### src/rtl/control_seq.sv
// rtl/control_seq.sv - 8-phase instruction-cycle sequencer with memory wait states, bus watchdog and HALTED state
// Optional feature: define CONTROL_SEQ_PERF_EN to add the retired-instruction counter instr_cnt.
module control_seq #(
  parameter int MAX_WAIT = 15,
  parameter int CNT_W    = 16
) (
  input  logic       clk,
  input  logic       rst_,
  input  logic [2:0] opcode,
  input  logic       zero,
  input  logic       mem_ready,
  input  logic       resume,
  output logic       load_ac,
  output logic       mem_rd,
  output logic       mem_wr,
  output logic       inc_pc,
  output logic       load_pc,
  output logic       load_ir,
  output logic       fetch,
  output logic       halt,
  output logic       bus_err,
  output logic [2:0] phase
`ifdef CONTROL_SEQ_PERF_EN
  ,
  output logic [CNT_W-1:0] instr_cnt
`endif
);

  localparam logic [2:0] OP_HLT = 3'd0;
  localparam logic [2:0] OP_SKZ = 3'd1;
  localparam logic [2:0] OP_ADD = 3'd2;
  localparam logic [2:0] OP_LDA = 3'd5;
  localparam logic [2:0] OP_STO = 3'd6;
  localparam logic [2:0] OP_JMP = 3'd7;

  // The counter only needs to reach MAX_WAIT-1: the MAX_WAIT-th stall cycle trips the watchdog.
  localparam int WAIT_W = (MAX_WAIT > 1) ? $clog2(MAX_WAIT) : 1;
  localparam logic [WAIT_W-1:0] WAIT_LAST = WAIT_W'((MAX_WAIT > 0) ? MAX_WAIT - 1 : 0);

  if (CNT_W < 1) begin : g_cnt_w_check
    $error("control_seq: CNT_W must be at least 1");
  end

  typedef enum logic [3:0] {
    INST_ADDR  = 4'd0,
    INST_FETCH = 4'd1,
    INST_LOAD  = 4'd2,
    IDLE       = 4'd3,
    OP_ADDR    = 4'd4,
    OP_FETCH   = 4'd5,
    ALU_OP     = 4'd6,
    STORE      = 4'd7,
    HALTED     = 4'd8
  } state_e;

  state_e            state_q, state_d;
  logic [WAIT_W-1:0] wait_cnt;
  logic [2:0]        held_phase;
  logic              aluop, stall, timeout;

  assign aluop = (opcode >= OP_ADD) && (opcode <= OP_LDA);
  assign phase = (state_q == HALTED) ? held_phase : state_q[2:0];

  always_ff @(posedge clk or negedge rst_) begin
    if (!rst_) state_q <= INST_ADDR;
    else       state_q <= state_d;
  end

  always_comb begin
    state_d = state_q;
    load_ac = 1'b0;
    mem_rd  = 1'b0;
    mem_wr  = 1'b0;
    inc_pc  = 1'b0;
    load_pc = 1'b0;
    load_ir = 1'b0;
    fetch   = 1'b0;
    halt    = 1'b0;
    unique case (state_q)
      INST_ADDR:  fetch = 1'b1;
      INST_FETCH: begin fetch = 1'b1; mem_rd = 1'b1; end
      INST_LOAD,
      IDLE:       begin fetch = 1'b1; mem_rd = 1'b1; load_ir = 1'b1; end
      OP_ADDR:    begin inc_pc = 1'b1; halt = (opcode == OP_HLT); end
      OP_FETCH:   mem_rd = aluop;
      ALU_OP:     begin
        mem_rd  = aluop;
        inc_pc  = (opcode == OP_SKZ) && zero;
        load_pc = (opcode == OP_JMP);
      end
      STORE:      begin
        mem_rd  = aluop;
        mem_wr  = (opcode == OP_STO);
        load_ac = aluop && mem_ready;
        load_pc = (opcode == OP_JMP);
      end
      default:    halt = 1'b1;
    endcase

    stall = !mem_ready && ((state_q == INST_FETCH) ||
                           ((state_q == OP_FETCH) && mem_rd) ||
                           ((state_q == STORE) && (mem_rd || mem_wr)));
    timeout = stall && (MAX_WAIT != 0) && (wait_cnt == WAIT_LAST);

    if (state_q == HALTED) begin
      if (resume) state_d = INST_ADDR;
    end else if (stall) begin
      if (timeout) state_d = HALTED;
    end else if ((state_q == OP_ADDR) && (opcode == OP_HLT)) begin
      state_d = HALTED;
    end else begin
      unique case (state_q)
        INST_ADDR:  state_d = INST_FETCH;
        INST_FETCH: state_d = INST_LOAD;
        INST_LOAD:  state_d = IDLE;
        IDLE:       state_d = OP_ADDR;
        OP_ADDR:    state_d = OP_FETCH;
        OP_FETCH:   state_d = ALU_OP;
        ALU_OP:     state_d = STORE;
        default:    state_d = INST_ADDR;
      endcase
    end
  end

  always_ff @(posedge clk or negedge rst_) begin
    if (!rst_) begin
      wait_cnt   <= '0;
      bus_err    <= 1'b0;
      held_phase <= 3'd0;
    end else begin
      if (stall && !timeout) wait_cnt <= wait_cnt + 1'b1;
      else                   wait_cnt <= '0;
      if (timeout)                             bus_err <= 1'b1;
      else if ((state_q == HALTED) && resume)  bus_err <= 1'b0;
      // Phase index is frozen on entry to HALTED so software can see where it stopped.
      if (state_q != HALTED) held_phase <= state_q[2:0];
    end
  end

`ifdef CONTROL_SEQ_PERF_EN
  logic retire;
  assign retire = ((state_q == STORE) && (state_d == INST_ADDR)) ||
                  ((state_q == OP_ADDR) && (state_d == HALTED));

  always_ff @(posedge clk or negedge rst_) begin
    if (!rst_)       instr_cnt <= '0;
    else if (retire) instr_cnt <= instr_cnt + 1'b1;
  end
`endif

endmodule
### config.mk
export PLATFORM = sky130hd
export DESIGN_NAME = control_seq
export DESIGN_NICKNAME = d
export VERILOG_FILES = /design/src/rtl/control_seq.sv
export SDC_FILE = /design/constraint.sdc
export NUM_CORES = 1
export LEC_CHECK = 0
export ABC_AREA = 1
export ABC_CLOCK_PERIOD_IN_PS = 3500
export BUFFER_PORTS_ARGS = -buffer_cell sky130_fd_sc_hd__buf_4
export CAP_MARGIN = 20
export CORE_MARGIN = 3
export CORE_UTILIZATION = 30
export CTS_CLUSTER_SIZE = 8
export DETAILED_ROUTE_END_ITERATION = 10
export MAX_ROUTING_LAYER = met4
export PLACE_DENSITY_LB_ADDON = 0.05
export SLEW_MARGIN = 10
export SYNTH_ARGS = -nofsm -noshare
export SYNTH_HDL_FRONTEND = slang
export SYNTH_SLANG_ARGS = --single-unit
export TNS_END_PERCENT = 5
### constraint.sdc
create_clock -name clk -period 3.5 [get_ports clk]
set_input_delay 1.05 -clock clk [delete_from_list [all_inputs] [get_ports clk]]
set_output_delay 1.05 -clock clk [all_outputs]
set_load 0.05 [all_outputs]
==> impl_metrics.toml <==
[worst_hold_path]
whs_endpoint = "held_phase[2]$_DFFE_PN0P_"
min_path_cells = 2
hold_class = "register to register"
hold_start = "held_phase[2]$_DFFE_PN0P_"

[sta]
maxSlewViolCount = 0
period_share = 0.8112
setup_slack_ns = 0.6607
rsz0062_at_grt = "no"
setup_viol = 0
max-slew-margin-rel = 0.7622
max_freq_mhz = 352.2
finClkSkew_ns = 0.0009700
worst_slew_pin_slew_ns = 0.3567
whs_ns = 0.4715
final.min_clock_period_ns = 2.839
hold_viol = 0

[final_layout]
num-nets-final = 124
n_antenna_cell = 0
drive_gt1_frac = 0.3009
areaGrowthSynthToFinish_pct = 30.18
fin_area_um2 = 912.1

[cts]
cts_tree = "done"
cts-root-buf = "clkbuf_4"
cts_resized = 0
path_clk_slew_ns = 0.07
cts_buffers = 3
clkSinkCount = 12
clock_path_buffers = 2
post_cts_buffers = 0
htreeDepth = 1
hold_buffers = 0
insertion_delay_ns = 0.27

[routing]
ant_nets = 0
first_iter_violations = 10
viasPerCell = 4.500
post-route-drc-count = 0
drt_wl_total_um = 1492
drtPass1Iterations = 4
vias = 630
wl_per_cell_um = 10.66

[worst_setup_path]
rrSetupSlack_ns = 2.04
end_kind = "output port"
ff2ff_path_depth = 10
crit_chain = "buf_4 > nand2_1 > nand2_1 > nor4_2 > buf_4"
cp_max_fo = 4
cp_data_required_time_ns = 2.45
r2r-start = "state_q[2]$_DFFE_PN0P_"
cp.arrival_ns = 1.79
worstSetupStartpointType = "input port"
cpPeakStageDelay_ns = 0.24
cp_slowest_cell = "buf_4"
critical_path_class = "input port to output port"
r2r-end = "state_q[3]$_DFFE_PN0P_"

[floorplan]
start_util = 0.3365
die_area_um2 = 2951
die_y_um = 54.33
core_um2 = 2082
dieWidth_um = 54.33
io_pins = 20
rows = 16

[power_and_ir_drop]
comb_power_share = 0.619
intPower_mw = 0.4085
p_switching_mw = 0.4950
p_seq_frac = 0.262
pwr-share-clk = 0.119
leakage_nw = 0.4865
peakVddDrop_mv = 0.4756
swShare = 0.5478
power_density_nw_per_um2 = 990.5

[placed_design]
post_dp_cell_area_um2 = 875.8
gp_congestion = 0.8221
io_buffers = 19
place_ws_ns = 0.6556
dp_hpwl_um = 1231

[synthesis]
synth-main-ff-cell = "dfrtp_1"
synth_xor_area_frac = 0.02500
seq_area_frac_synth = 0.4286
synth_top_family_by_area = "simple AND/OR/NAND/NOR gates"
synth_edf_count = 0
synthSimpleGateAreaFrac = 0.3804
yosysWarningCount = 0
netlist_instances = 91
syn_nets = 101
synth_compound_area_frac = 0.04464
synthArstFlopShare = 1.000
synth.distinct_cells = 22
synth_fa_ha_area_frac = 0.03571
synth_mux_area_frac = 0
avgSynthCellArea_um2 = 7.700
ys_ff_latch = 12
syn_area_um2 = 700.7

[global_routing]
first_global_vias = 603
grt_pass1_wl_um = 2622
antenna_found_initial = 0
grtUsageTotal = 0.1260
gr-total-overflow = 0
grt_max_degree = 13

[status]
outcome = "completed"

[run]
max_cap_viol_count = 0
per-layer routing:
metal,track usage,routed length [µm],up-vias
met3,0.04087,122,2
met1,0.1709,709,276
met2,0.1833,656,16
met4,0.02490,4,0
met5,-,0,-
li1,-,-,336
synth_stat cells (2+ instances only):
cell type,number,share of area
nand2_1,26,0.14
dfrtp_1,12,0.43
inv_1,11,0.059
nor2_1,8,0.043
nand3_1,6,0.043
nor3_1,4,0.029
inv_2,3,0.016
nand2_2,3,0.027
o21ai_0,3,0.021
ha_1,2,0.036
nor4_1,2,0.018
through the flow:
step                      setup TNS, ns  std cells  power, mW    util
after floorplan                 -0.1687         91     0.6584       -
after global placement                0        136     0.8049  0.4207
after detailed placement              0        136     0.8066  0.4207
after CTS                             0        140     0.9167  0.4381
after global routing                  0        140     0.9741  0.4381
final                                 0        140     0.9035  0.4381
critical path: cells and delay by family:
kind	cells	cell delay (ns)
and+or+nand+nor	3	0.38
buffers and inverters	2	0.36
state kept, by name (all words and copies together), names as in the netlist:
register    cells
wait_cnt        4
state_q         4
held_phase      3
bus_err         1
area by class of cell:
type	instances	area (µm²)
Clock buffer	4	36.28
Fill cell	233	1170
Inverter	14	52.55
Multi-Input combinational cell	64	346.6
Sequential cell	12	300.3
Tap cell	27	33.78
Timing Repair Buffer	19	142.6
power groups by stage:
stage / combinational [mW] / clock (mW) / sequential, mW
6_report: 0.560 / 0.107 / 0.237
5_1_grt: 0.613 / 0.116 / 0.246
4_1_cts: 0.569 / 0.111 / 0.237
3_5_place_dp: 0.567 / 0 / 0.240
3_3_place_gp: 0.565 / 0 / 0.240
2_1_floorplan: 0.443 / 0 / 0.215
layout by cell type (no fill, tap or decap):
cell type,netlist,layout
a21oi_1,1,1
buf_4,1,19
clkbuf_4,0,3
clkbuf_8,0,1
dfrtp_1,12,12
ha_1,2,2
inv_1,11,11
inv_2,3,3
nand2_1,26,26
nand2_2,3,3
nand2_4,1,1
nand3_1,6,6
nand3_4,1,1
nand4_1,1,1
nor2_1,8,8
nor2_2,1,1
nor3_1,4,4
nor3_4,1,1
nor4_1,2,1
nor4_2,0,1
o21ai_0,3,3
o21ai_1,1,1
o22ai_1,1,1
xnor2_1,1,1
xor2_1,1,1
worst max-delay path by stage:
stage / startpoint / to / slack, ns / depth (start not counted)
2_1_floorplan: opcode[2] / load_pc / -0.17 / 2
3_3_place_gp: opcode[2] / load_ac / 0.67 / 5
3_5_place_dp: opcode[2] / load_ac / 0.66 / 5
4_1_cts: opcode[2] / halt / 0.65 / 7
5_1_grt: opcode[2] / load_ac / 0.58 / 5
6_report: opcode[2] / load_ac / 0.66 / 5
kinds of logic after synthesis:
family	count (synthesis)
simple gates	54
buf+inv	15
flops	12
compound gates	6
xor+xnor	2
fa+ha+maj	2
No activity file was read; power rests on OpenSTA's default activity.
